$ cat config.mk
export PLATFORM = sky130hd
export DESIGN_NAME = mult_div_unit_flat
export DESIGN_NICKNAME = d
export VERILOG_FILES = /design/src/rtl/mult_div_unit_if.sv /design/src/rtl/mult_div_unit.sv /design/src/flat_wrapper.sv
export SDC_FILE = /design/constraint.sdc
export NUM_CORES = 1
export LEC_CHECK = 0
export ABC_AREA = 1
export CAP_MARGIN = 20
export CORE_ASPECT_RATIO = 1.25
export CORE_UTILIZATION = 37
export CTS_CLUSTER_SIZE = 30
export DETAILED_ROUTE_END_ITERATION = 7
export PLACE_DENSITY = 0.6
export REMOVE_ABC_BUFFERS = 1
export SLEW_MARGIN = 40
export SYNTH_ARGS = -nofsm -noshare
export SYNTH_HDL_FRONTEND = slang
export SYNTH_SLANG_ARGS = --single-unit
export TNS_END_PERCENT = 1
$ cat constraint.sdc
create_clock -name clk -period 6.1 [get_ports clk]
set_input_delay 0.61 -clock clk [delete_from_list [all_inputs] [get_ports clk]]
set_output_delay 0.61 -clock clk [all_outputs]
set_load 0.05 [all_outputs]
$ cat src/rtl/mult_div_unit_if.sv
// Operand/result bundle between the multicycle control unit and the multiply/divide unit.
interface mult_div_unit_if #(
  parameter int WIDTH = 32
);
  logic             start;
  logic [1:0]       op;
  logic [WIDTH-1:0] a;
  logic [WIDTH-1:0] b;
  logic             hi_we;
  logic             lo_we;
  logic             busy;
  logic             done;
  logic             div_zero;
  logic [WIDTH-1:0] hi;
  logic [WIDTH-1:0] lo;

  modport master (
    output start, op, a, b, hi_we, lo_we,
    input  busy, done, div_zero, hi, lo
  );

  modport slave (
    input  start, op, a, b, hi_we, lo_we,
    output busy, done, div_zero, hi, lo
  );
endinterface

$ cat src/rtl/mult_div_unit.sv
// Bit-serial multiply/divide unit with HI/LO registers: shift-add multiplier and
// restoring divider over signed magnitudes, with sign fix-up in a final cycle.
//
// state | meaning
// IDLE  | waiting for start; hi_we/lo_we honoured here
// RUN   | WIDTH iterations of shift-add or restoring divide
// FIX   | sign correction, hi/lo write (or div_zero flag), done pulse
module mult_div_unit #(
  parameter int WIDTH = 32
) (
  input  logic            clk,
  input  logic            reset,
  mult_div_unit_if.slave  bus
);
  localparam int CNT_W = $clog2(WIDTH);
  localparam logic [CNT_W-1:0] LAST = CNT_W'(WIDTH - 1);

  typedef enum logic [1:0] {IDLE, RUN, FIX} state_t;

  state_t             state, state_nx;
  logic [CNT_W-1:0]   cnt;
  logic [1:0]         op_q;
  logic [WIDTH-1:0]   opnd;
  logic [2*WIDTH-1:0] acc;
  logic               neg_lo, neg_hi, dz_q;
  logic               busy_q, done_q, div_zero_q;
  logic [WIDTH-1:0]   hi_q, lo_q;

  logic               signed_op, a_neg, b_neg, b_zero;
  logic [WIDTH-1:0]   a_mag, b_mag;
  logic [WIDTH-1:0]   mul_add;
  logic [WIDTH:0]     mul_sum;
  logic [2*WIDTH-1:0] mul_next;
  logic [WIDTH:0]     div_shift, div_diff;
  logic [2*WIDTH-1:0] div_next;
  logic [2*WIDTH-1:0] prod_fix;
  logic [WIDTH-1:0]   quo_fix, rem_fix;

  assign signed_op = ~bus.op[0];
  assign a_neg     = signed_op & bus.a[WIDTH-1];
  assign b_neg     = signed_op & bus.b[WIDTH-1];
  assign a_mag     = a_neg ? -bus.a : bus.a;
  assign b_mag     = b_neg ? -bus.b : bus.b;
  assign b_zero    = (bus.b == '0);

  // Multiply: acc = {partial high, remaining multiplier}; carry rides into the shift.
  assign mul_add  = acc[0] ? opnd : '0;
  assign mul_sum  = {1'b0, acc[2*WIDTH-1:WIDTH]} + {1'b0, mul_add};
  assign mul_next = {mul_sum, acc[WIDTH-1:1]};

  // Divide: acc = {remainder, dividend/quotient}; remainder stays below divisor.
  assign div_shift = acc[2*WIDTH-1:WIDTH-1];
  assign div_diff  = div_shift - {1'b0, opnd};
  assign div_next  = div_diff[WIDTH] ? {div_shift[WIDTH-1:0], acc[WIDTH-2:0], 1'b0}
                                     : {div_diff[WIDTH-1:0],  acc[WIDTH-2:0], 1'b1};

  assign prod_fix = neg_lo ? -acc : acc;
  assign quo_fix  = neg_lo ? -acc[WIDTH-1:0] : acc[WIDTH-1:0];
  assign rem_fix  = neg_hi ? -acc[2*WIDTH-1:WIDTH] : acc[2*WIDTH-1:WIDTH];

  always_ff @(posedge clk or posedge reset) begin
    if (reset) state <= IDLE;
    else       state <= state_nx;
  end

  always_comb begin
    state_nx = state;
    case (state)
      IDLE: if (bus.start) state_nx = (bus.op[1] && b_zero) ? FIX : RUN;
      RUN:  if (cnt == LAST) state_nx = FIX;
      FIX:  state_nx = IDLE;
      default: state_nx = IDLE;
    endcase
  end

  always_ff @(posedge clk or posedge reset) begin
    if (reset) begin
      cnt        <= '0;
      op_q       <= 2'b00;
      opnd       <= '0;
      acc        <= '0;
      neg_lo     <= 1'b0;
      neg_hi     <= 1'b0;
      dz_q       <= 1'b0;
      busy_q     <= 1'b0;
      done_q     <= 1'b0;
      div_zero_q <= 1'b0;
      hi_q       <= '0;
      lo_q       <= '0;
    end else begin
      done_q <= 1'b0;
      case (state)
        IDLE: begin
          if (bus.start) begin
            op_q       <= bus.op;
            opnd       <= bus.op[1] ? b_mag : a_mag;
            acc        <= {{WIDTH{1'b0}}, (bus.op[1] ? a_mag : b_mag)};
            neg_lo     <= a_neg ^ b_neg;
            neg_hi     <= a_neg;
            dz_q       <= bus.op[1] & b_zero;
            div_zero_q <= 1'b0;
            busy_q     <= 1'b1;
            cnt        <= '0;
          end else begin
            if (bus.hi_we) hi_q <= bus.a;
            if (bus.lo_we) lo_q <= bus.a;
          end
        end
        RUN: begin
          acc <= op_q[1] ? div_next : mul_next;
          cnt <= (cnt == LAST) ? '0 : cnt + CNT_W'(1);
        end
        FIX: begin
          busy_q <= 1'b0;
          done_q <= 1'b1;
          if (dz_q) begin
            div_zero_q <= 1'b1;
          end else if (op_q[1]) begin
            hi_q <= rem_fix;
            lo_q <= quo_fix;
          end else begin
            hi_q <= prod_fix[2*WIDTH-1:WIDTH];
            lo_q <= prod_fix[WIDTH-1:0];
          end
        end
        default: busy_q <= 1'b0;
      endcase
    end
  end

  assign bus.busy     = busy_q;
  assign bus.done     = done_q;
  assign bus.div_zero = div_zero_q;
  assign bus.hi       = hi_q;
  assign bus.lo       = lo_q;
endmodule

$ cat src/flat_wrapper.sv
// flat-port wrapper written by rule: the top's interface ports become plain ports
module mult_div_unit_flat 
#(
  parameter int WIDTH = 32
)
  (clk, reset, bus_start, bus_op, bus_a, bus_b, bus_hi_we, bus_lo_we, bus_busy, bus_done, bus_div_zero, bus_hi, bus_lo);
  mult_div_unit_if #(.WIDTH(WIDTH)) bus_i ();
  input  logic clk;
  input  logic reset;
  input wire logic [$bits(bus_i.start)-1:0] bus_start;
  input wire logic [$bits(bus_i.op)-1:0] bus_op;
  input wire logic [$bits(bus_i.a)-1:0] bus_a;
  input wire logic [$bits(bus_i.b)-1:0] bus_b;
  input wire logic [$bits(bus_i.hi_we)-1:0] bus_hi_we;
  input wire logic [$bits(bus_i.lo_we)-1:0] bus_lo_we;
  output wire logic [$bits(bus_i.busy)-1:0] bus_busy;
  output wire logic [$bits(bus_i.done)-1:0] bus_done;
  output wire logic [$bits(bus_i.div_zero)-1:0] bus_div_zero;
  output wire logic [$bits(bus_i.hi)-1:0] bus_hi;
  output wire logic [$bits(bus_i.lo)-1:0] bus_lo;
  assign bus_i.start = bus_start;
  assign bus_i.op = bus_op;
  assign bus_i.a = bus_a;
  assign bus_i.b = bus_b;
  assign bus_i.hi_we = bus_hi_we;
  assign bus_i.lo_we = bus_lo_we;
  assign bus_busy = bus_i.busy;
  assign bus_done = bus_i.done;
  assign bus_div_zero = bus_i.div_zero;
  assign bus_hi = bus_i.hi;
  assign bus_lo = bus_i.lo;
  mult_div_unit #(.WIDTH(WIDTH)) u_core (.clk(clk), .reset(reset), .bus(bus_i));
endmodule
==> flow_metrics.env, run 1 <==
export IMPL_power_frac_seq_pct=20.4
export IMPL_p_per_area_mw_per_mm2=647
export IMPL_cp_startpoint="u_core.acc[0]"
export IMPL_clock_latency_ns=0.49
export IMPL_synth_seq_cells=174
export IMPL_vdd_drop_max_v=0.000541
export IMPL_wl_um=88300
export IMPL_antenna_found_initial=3
export IMPL_crit_path_start_kind="flip-flop"
export IMPL_synth_top_family_by_area="simple AND/OR/NAND/NOR gates"
export IMPL_cts_buffer_depth=2
export IMPL_p_leak_nw=10.2
export IMPL_avgViaCountPerCell=5.70
export IMPL_drv_slew=0
export IMPL_clock_sinks=174
export IMPL_syn_area_per_cell_um2=5.81
export IMPL_yosysTopAreaCellShare_pct=24.0
export IMPL_initial_core_util_pct=37.5
export IMPL_syn_area_mm2=0.0181
export IMPL_synth_xor_area_share_pct=2.42
export IMPL_fill_cells=5344
export IMPL_gp_congestion=1.00
export IMPL_yosys_top_cells_area="dfrtp_1, nand2_1, inv_1"
export IMPL_yosys_area_share_adder_pct=5.06
export IMPL_p_sw_mw=8.20
export IMPL_cp_required_ns=6.52
export IMPL_crit_path_max_fanout=21
export IMPL_reg2reg_depth=16
export IMPL_overflow=0
export IMPL_synth_mux_area_share_pct=0
export IMPL_setup_viol=0
export IMPL_synth_cells=3119
export IMPL_hp_class="flip-flop to flip-flop"
export IMPL_cp_arrival_ns=3.84
export IMPL_dieArea_mm2=0.0499
export IMPL_setup_worst_path_class="flip-flop to flip-flop"
export IMPL_yosys_warnings=0
export IMPL_grt_pass1_vias=20800
export IMPL_synth_compound_area_share_pct=14.8
export IMPL_vias=21900
export IMPL_cts_tree="built"
export IMPL_placed_cells=3813
export IMPL_pwr_share_comb_pct=70.7
export IMPL_relSlewSlack_pct=46.1
export IMPL_period_needed_ns=3.42
export IMPL_drt_iter0_drc=2247
export IMPL_final_util_pct=42.7
export IMPL_diodes=0
export IMPL_drc=0
export IMPL_num_nets_final=3331
export IMPL_synth_flop_cell="dfrtp_1"
export IMPL_wire_per_inst_um=23.0
export IMPL_r2r_slack_ns=2.68
export IMPL_seq_area_frac_synth_pct=24.0
export IMPL_r2r_start="u_core.acc[0]"
export IMPL_cts_buffers=17
export IMPL_grt_pass1_wl_um=130000
export IMPL_dpl_hpwl_um=70600
export IMPL_grt_start_max_net_pins=98
export IMPL_drive_gt1_share_pct=4.09
export IMPL_clockPowerShare_pct=9.0
export IMPL_rows=90
export IMPL_sw_frac_of_total_pct=61.3
export IMPL_die_x_um=200
export IMPL_hold_violations=0
export IMPL_endpoint_kind="flip-flop"
export IMPL_synth_edf_count=0
export IMPL_io_pins=138
export IMPL_core_mm2=0.0483
export IMPL_yosysUniqueCellTypes=48
export IMPL_power_total_mw=13.4
export IMPL_drv_cap=0
export IMPL_status="finished, final reports clean"
export IMPL_first_pass_iters=8
export IMPL_synth_async_sr_flop_share_pct=100
export IMPL_synth_simple_area_share_pct=42.5
export IMPL_finalCritPeriodShare_pct=56.1
export IMPL_track_usage_pct=35.7
export IMPL_post_cts_resized=0
export IMPL_finalNonFillerCells=3845
export IMPL_endpoint="u_core.acc[41]"
export IMPL_die_h_um=249
export IMPL_rsz0062_at_grt="false"
export IMPL_post_cts_buffers=0
export IMPL_fin_tns_setup_ns=0
export IMPL_skew_ns=0.0190
export IMPL_io_buffers=137
export IMPL_tightest_slew_ns=0.808
export IMPL_cts_hold_buf=0
export IMPL_area_growth_pct=14.0
export IMPL_path_clk_slew_ns=0.09
export IMPL_cts_root_buf="clkbuf_16"
export IMPL_synth_area_leader_cell="dfrtp_1"
export IMPL_ant_nets=0
export IMPL_htree_levels=4
export IMPL_p_int_mw=5.17
export IMPL_r2r_end="u_core.acc[41]"
export IMPL_fmax_ghz=0.292
export IMPL_hold_ws_ns=0.488
## worst min path at each step
| stage | startpoint | end | slack (ns) | depth (start not counted) |
|---|---|---|---|---|
| 2_1_floorplan | u_core.cnt[4] | u_core.cnt[4] | 0.47 | 1 |
| 3_3_place_gp | u_core.bus.lo[1] | u_core.bus.lo[1] | 0.47 | 2 |
| 3_5_place_dp | u_core.bus.busy | u_core.bus.busy | 0.47 | 2 |
| 4_1_cts | u_core.bus.lo[18] | u_core.bus.lo[18] | 0.49 | 2 |
| 5_1_grt | u_core.bus.busy | u_core.bus.busy | 0.51 | 2 |
| 6_report | u_core.bus.lo[18] | u_core.bus.lo[18] | 0.49 | 2 |
## stage by stage
stage / instance area (um2) / setup slack [ns]
after detailed placement: 20000 / 2.67
after global routing: 20600 / 2.40
after floorplan: 17700 / 0.773
after global placement: 20000 / 2.42
final: 20600 / 2.68
after CTS: 20600 / 2.80
## registers in the layout, summed over array words and instances (netlist names)
signal and flops:
u_core.acc 64, u_core.bus.hi 32, u_core.bus.lo 32, u_core.opnd 32
u_core.cnt 5, u_core.state 2, u_core.bus.busy 1, u_core.bus.div_zero 1
u_core.bus.done 1, u_core.dz_q 1, u_core.neg_hi 1, u_core.neg_lo 1
u_core.op_q 1
## synth_stat cells, types with 2 or more instances
cell / number
a211o_1: 2
a21oi_1: 193
a22oi_1: 8
a31oi_1: 35
and2_1: 6
buf_1: 29
buf_2: 9
buf_6: 3
clkbuf_1: 63
dfrtp_1: 174
fa_1: 2
ha_1: 70
inv_1: 408
inv_2: 10
nand2_1: 984
nand2_2: 7
nand2_4: 6
nand3_1: 300
nand3_2: 19
nand3b_1: 22
nand4_1: 38
nor2_1: 383
nor2_2: 10
nor2_4: 6
nor3_1: 17
nor4_1: 6
o211ai_1: 26
o21ai_0: 175
o21ai_1: 8
o21bai_1: 11
o221ai_1: 14
o22a_1: 2
or2_2: 10
xnor2_1: 9
xor2_1: 41
## critical path, stage by stage (launching register included)
cell	delay, ns
dfrtp_1	0.73
buf_4	0.44
nand2_1	0.11
inv_1	0.18
ha_1	0.32
nand2_1	0.13
inv_1	0.05
nand2_1	0.05
nand2_1	0.07
inv_1	0.06
nand3_1	0.24
nand2_1	0.13
inv_1	0.04
o21ai_0	0.43
nand2_1	0.11
o21bai_1	0.19
nand2_1	0.06
## cell families after synthesis
logic type | Yosys count
AO/OA/AOI/OAI | 483
XOR/XNOR | 50
adder cells (fa/ha/maj) | 72
buffers and inverters | 524
flip-flops | 174
AND/OR/NAND/NOR | 1816
## layout make-up
type / instances / area (um2) / area share [%]
clock buffer: 17 / 425 / 2.06
clock inverter: 15 / 191 / 0.927
inverter: 418 / 1580 / 7.64
multi-input combinational: 2421 / 11800 / 57.0
sequential: 174 / 4360 / 21.1
tap: 644 / 806 / 3.90
timing repair buffer: 156 / 1530 / 7.41
## per-layer routing
metal | vias up | GRT usage [%] | share of wire [%]
met1 | 10300 | 41.9 | 38
li1 | 10200 | - | -
met3 | 323 | 5.08 | 6.7
met5 | - | 0 | 0.044
met4 | 6 | 26.8 | 8.8
met2 | 1087 | 58.4 | 47
## power by group through the flow
stage	registers, mW	clock network [mW]	logic [mW]
4_1_cts	2.68	1.20	9.34
3_5_place_dp	2.70	0	9.28
3_3_place_gp	2.70	0	9.24
6_report	2.72	1.20	9.45
5_1_grt	2.74	1.23	10.4
2_1_floorplan	3.00	0	5.59
## placed cells by master (no fill, tap or decap), types with 11 or more instances in the layout
master | synthesis | routed
a21oi_1 | 193 | 193
a31oi_1 | 35 | 35
buf_4 | 0 | 17
clkbuf_16 | 0 | 17
clkdlybuf4s50_1 | 0 | 137
dfrtp_1 | 174 | 173
ha_1 | 70 | 70
inv_1 | 408 | 403
inv_2 | 10 | 13
nand2_1 | 984 | 984
nand3_1 | 300 | 300
nand3_2 | 19 | 19
nand3b_1 | 22 | 22
nand4_1 | 38 | 38
nor2_1 | 383 | 378
nor2_2 | 10 | 12
nor3_1 | 17 | 17
o211ai_1 | 26 | 26
o21ai_0 | 175 | 175
o21bai_1 | 11 | 11
o221ai_1 | 14 | 14
xor2_1 | 41 | 41
Power figures use the tool's default switching activity.
==> inputs of run 2 (changes only) <==
==> constraint.sdc (replaced) <==
create_clock -name clk -period 3.45 [get_ports clk]
set_input_delay 0.345 -clock clk [delete_from_list [all_inputs] [get_ports clk]]
set_output_delay 0.345 -clock clk [all_outputs]
set_load 0.05 [all_outputs]
==> run 2 against run 1 <==
The flow now finishes with violations (design-rule violations). Total power rose by 79%. Clock-buffer cell count unchanged. Setup slack worse by 2.2 ns. Sequential share of layout area down 0.35 points. Sequential cell count did not move. Fmax up 13%.
==> flow_metrics.env, run 2 (synthesis results as in run 1) <==
export IMPL_status="finished, violations left"
export IMPL_violations="design-rule violations"
export IMPL_period_needed_ns=3.02
export IMPL_wl_met2_um=41100
export IMPL_gp_congestion=1.05
export IMPL_tightest_slew_ns=0.771
export IMPL_p_leak_nw=10.4
export IMPL_grt_pass1_wl_um=130000
export IMPL_cts_buffers=17
export IMPL_dieArea_mm2=0.0499
export IMPL_core_mm2=0.0483
export IMPL_num_nets_final=3370
export IMPL_rows=90
export IMPL_post_cts_resized=0
export IMPL_cp_arrival_ns=3.38
export IMPL_endpoint_kind="flip-flop"
export IMPL_largest_register="u_core.acc"
export IMPL_initial_core_util_pct=37.5
export IMPL_p_per_area_mw_per_mm2=1140
export IMPL_drv_cap=0
export IMPL_rsz0062_at_grt="false"
export IMPL_hold_ws_ns=0.353
export IMPL_ant_nets=0
export IMPL_track_usage_pct=35.7
export IMPL_htree_levels=4
export IMPL_overflow=0
export IMPL_fmax_ghz=0.331
export IMPL_r2r_slack_ns=0.43
export IMPL_drc=3
export IMPL_met1_length_um=36000
export IMPL_antenna_found_initial=0
export IMPL_io_pins=138
export IMPL_avgViaCountPerCell=5.58
export IMPL_crit_path_max_fanout=30
export IMPL_layout_commonest_cell="nand2_1"
export IMPL_hold_violations=0
export IMPL_io_buffers=137
export IMPL_vdd_drop_max_v=0.000708
export IMPL_path_clk_slew_ns=0.08
export IMPL_dpl_hpwl_um=72100
export IMPL_first_pass_iters=8
export IMPL_clock_sinks=174
export IMPL_finalCritPeriodShare_pct=87.6
export IMPL_wire_per_inst_um=22.8
export IMPL_vias=21700
export IMPL_dr_wl_met3_um=5470
export IMPL_grt_pass1_vias=20300
export IMPL_crit_path_start_kind="flip-flop"
export IMPL_cts_buffer_depth=2
export IMPL_die_x_um=200
export IMPL_cts_root_buf="clkbuf_16"
export IMPL_setup_viol=0
export IMPL_highest_layer="met4"
export IMPL_cts_tree="built"
export IMPL_area_growth_pct=15.9
export IMPL_setup_worst_path_class="flip-flop to flip-flop"
export IMPL_final_util_pct=43.5
export IMPL_cp_required_ns=3.81
export IMPL_largest_reg_flops=64
export IMPL_die_h_um=249
export IMPL_relSlewSlack_pct=48.6
export IMPL_grt_start_max_net_pins=85
export IMPL_diodes=0
export IMPL_post_cts_buffers=0
export IMPL_skew_ns=0.0159
export IMPL_hp_class="input pin to async pin"
export IMPL_wl_um=88700
export IMPL_cts_hold_buf=0
export IMPL_drt_iter0_drc=2131
export IMPL_clock_latency_ns=0.48
export IMPL_drive_gt1_share_pct=5.19
export IMPL_drv_slew=0
export IMPL_mostFrequentLayoutCells="nand2_1, inv_1, nor2_1"
run 2: cell count changes in the layout (fill, tap and decap cells not counted), sizes merged:
cell / change
buf: +39
bufinv: -1
clkinv: +1
clkinvlp: +1
inv: -1
run 2: area by class of cell:
cell class	count	area, um2
fillers	5264	27300
well taps	644	806
clock inverters	15	169
flip-flops and latches	174	4360
multi-input cells	2421	11800
clock buffers	17	425
inverters	418	1570
repair buffers	195	1910
run 2: final timing paths:
path | startpoint | depth (start not counted) | to
setup / recovery | u_core.acc[0] | 17 | u_core.acc[50]
hold / removal | reset | 2 | u_core.bus.lo[8]
setup reg to reg | u_core.acc[0] | 17 | u_core.acc[50]
hold reg to reg | u_core.bus.lo[8] | 2 | u_core.bus.lo[8]
max in group asynchronous | reset | 3 | u_core.opnd[24]
min in group clk | u_core.bus.lo[8] | 2 | u_core.bus.lo[8]
run 2: through the flow:
stage	setup WS, ns	power (mW)	cells	cell area (um2)	TNS (ns)
floorplan	-1.61	15.2	3013	17700	-356.23
global placement	0.545	21.4	3851	20400	0
detailed placement	0.464	21.5	3851	20400	0
CTS	0.448	23.6	3883	21000	0
global route	0.149	25.6	3884	21000	0
finish	0.428	23.9	3884	21000	0
run 2: worst max-delay path, cell delays in order, from the launching register on:
cell and delay (ns):
dfrtp_1 0.47, buf_12 0.21, nand2_1 0.07, inv_1 0.04
ha_1 0.35, nand2_1 0.10, o21ai_0 0.38, nand2_1 0.11
nand2_1 0.22, nand2_1 0.07, nand2_1 0.16, nand2_1 0.09
nand3_1 0.07, nand3_1 0.21, nand2_1 0.17, inv_1 0.05
nand2_1 0.06, nand2_1 0.05
run 2: report_power, final:
group	internal, mW	switching (mW)	leakage, nW	total (mW)
clock	0.973	1.06	0.286	2.04
combinational	5.31	12.2	8.09	17.5
sequential	3.05	1.29	2.07	4.34
run 2: per-layer routing:
metal	vias to the layer above	global-route usage (%)
li1	10300	-
met4	0	22.2
met3	203	4.27
met2	989	57.7
met1	10200	44.7
met5	-	0
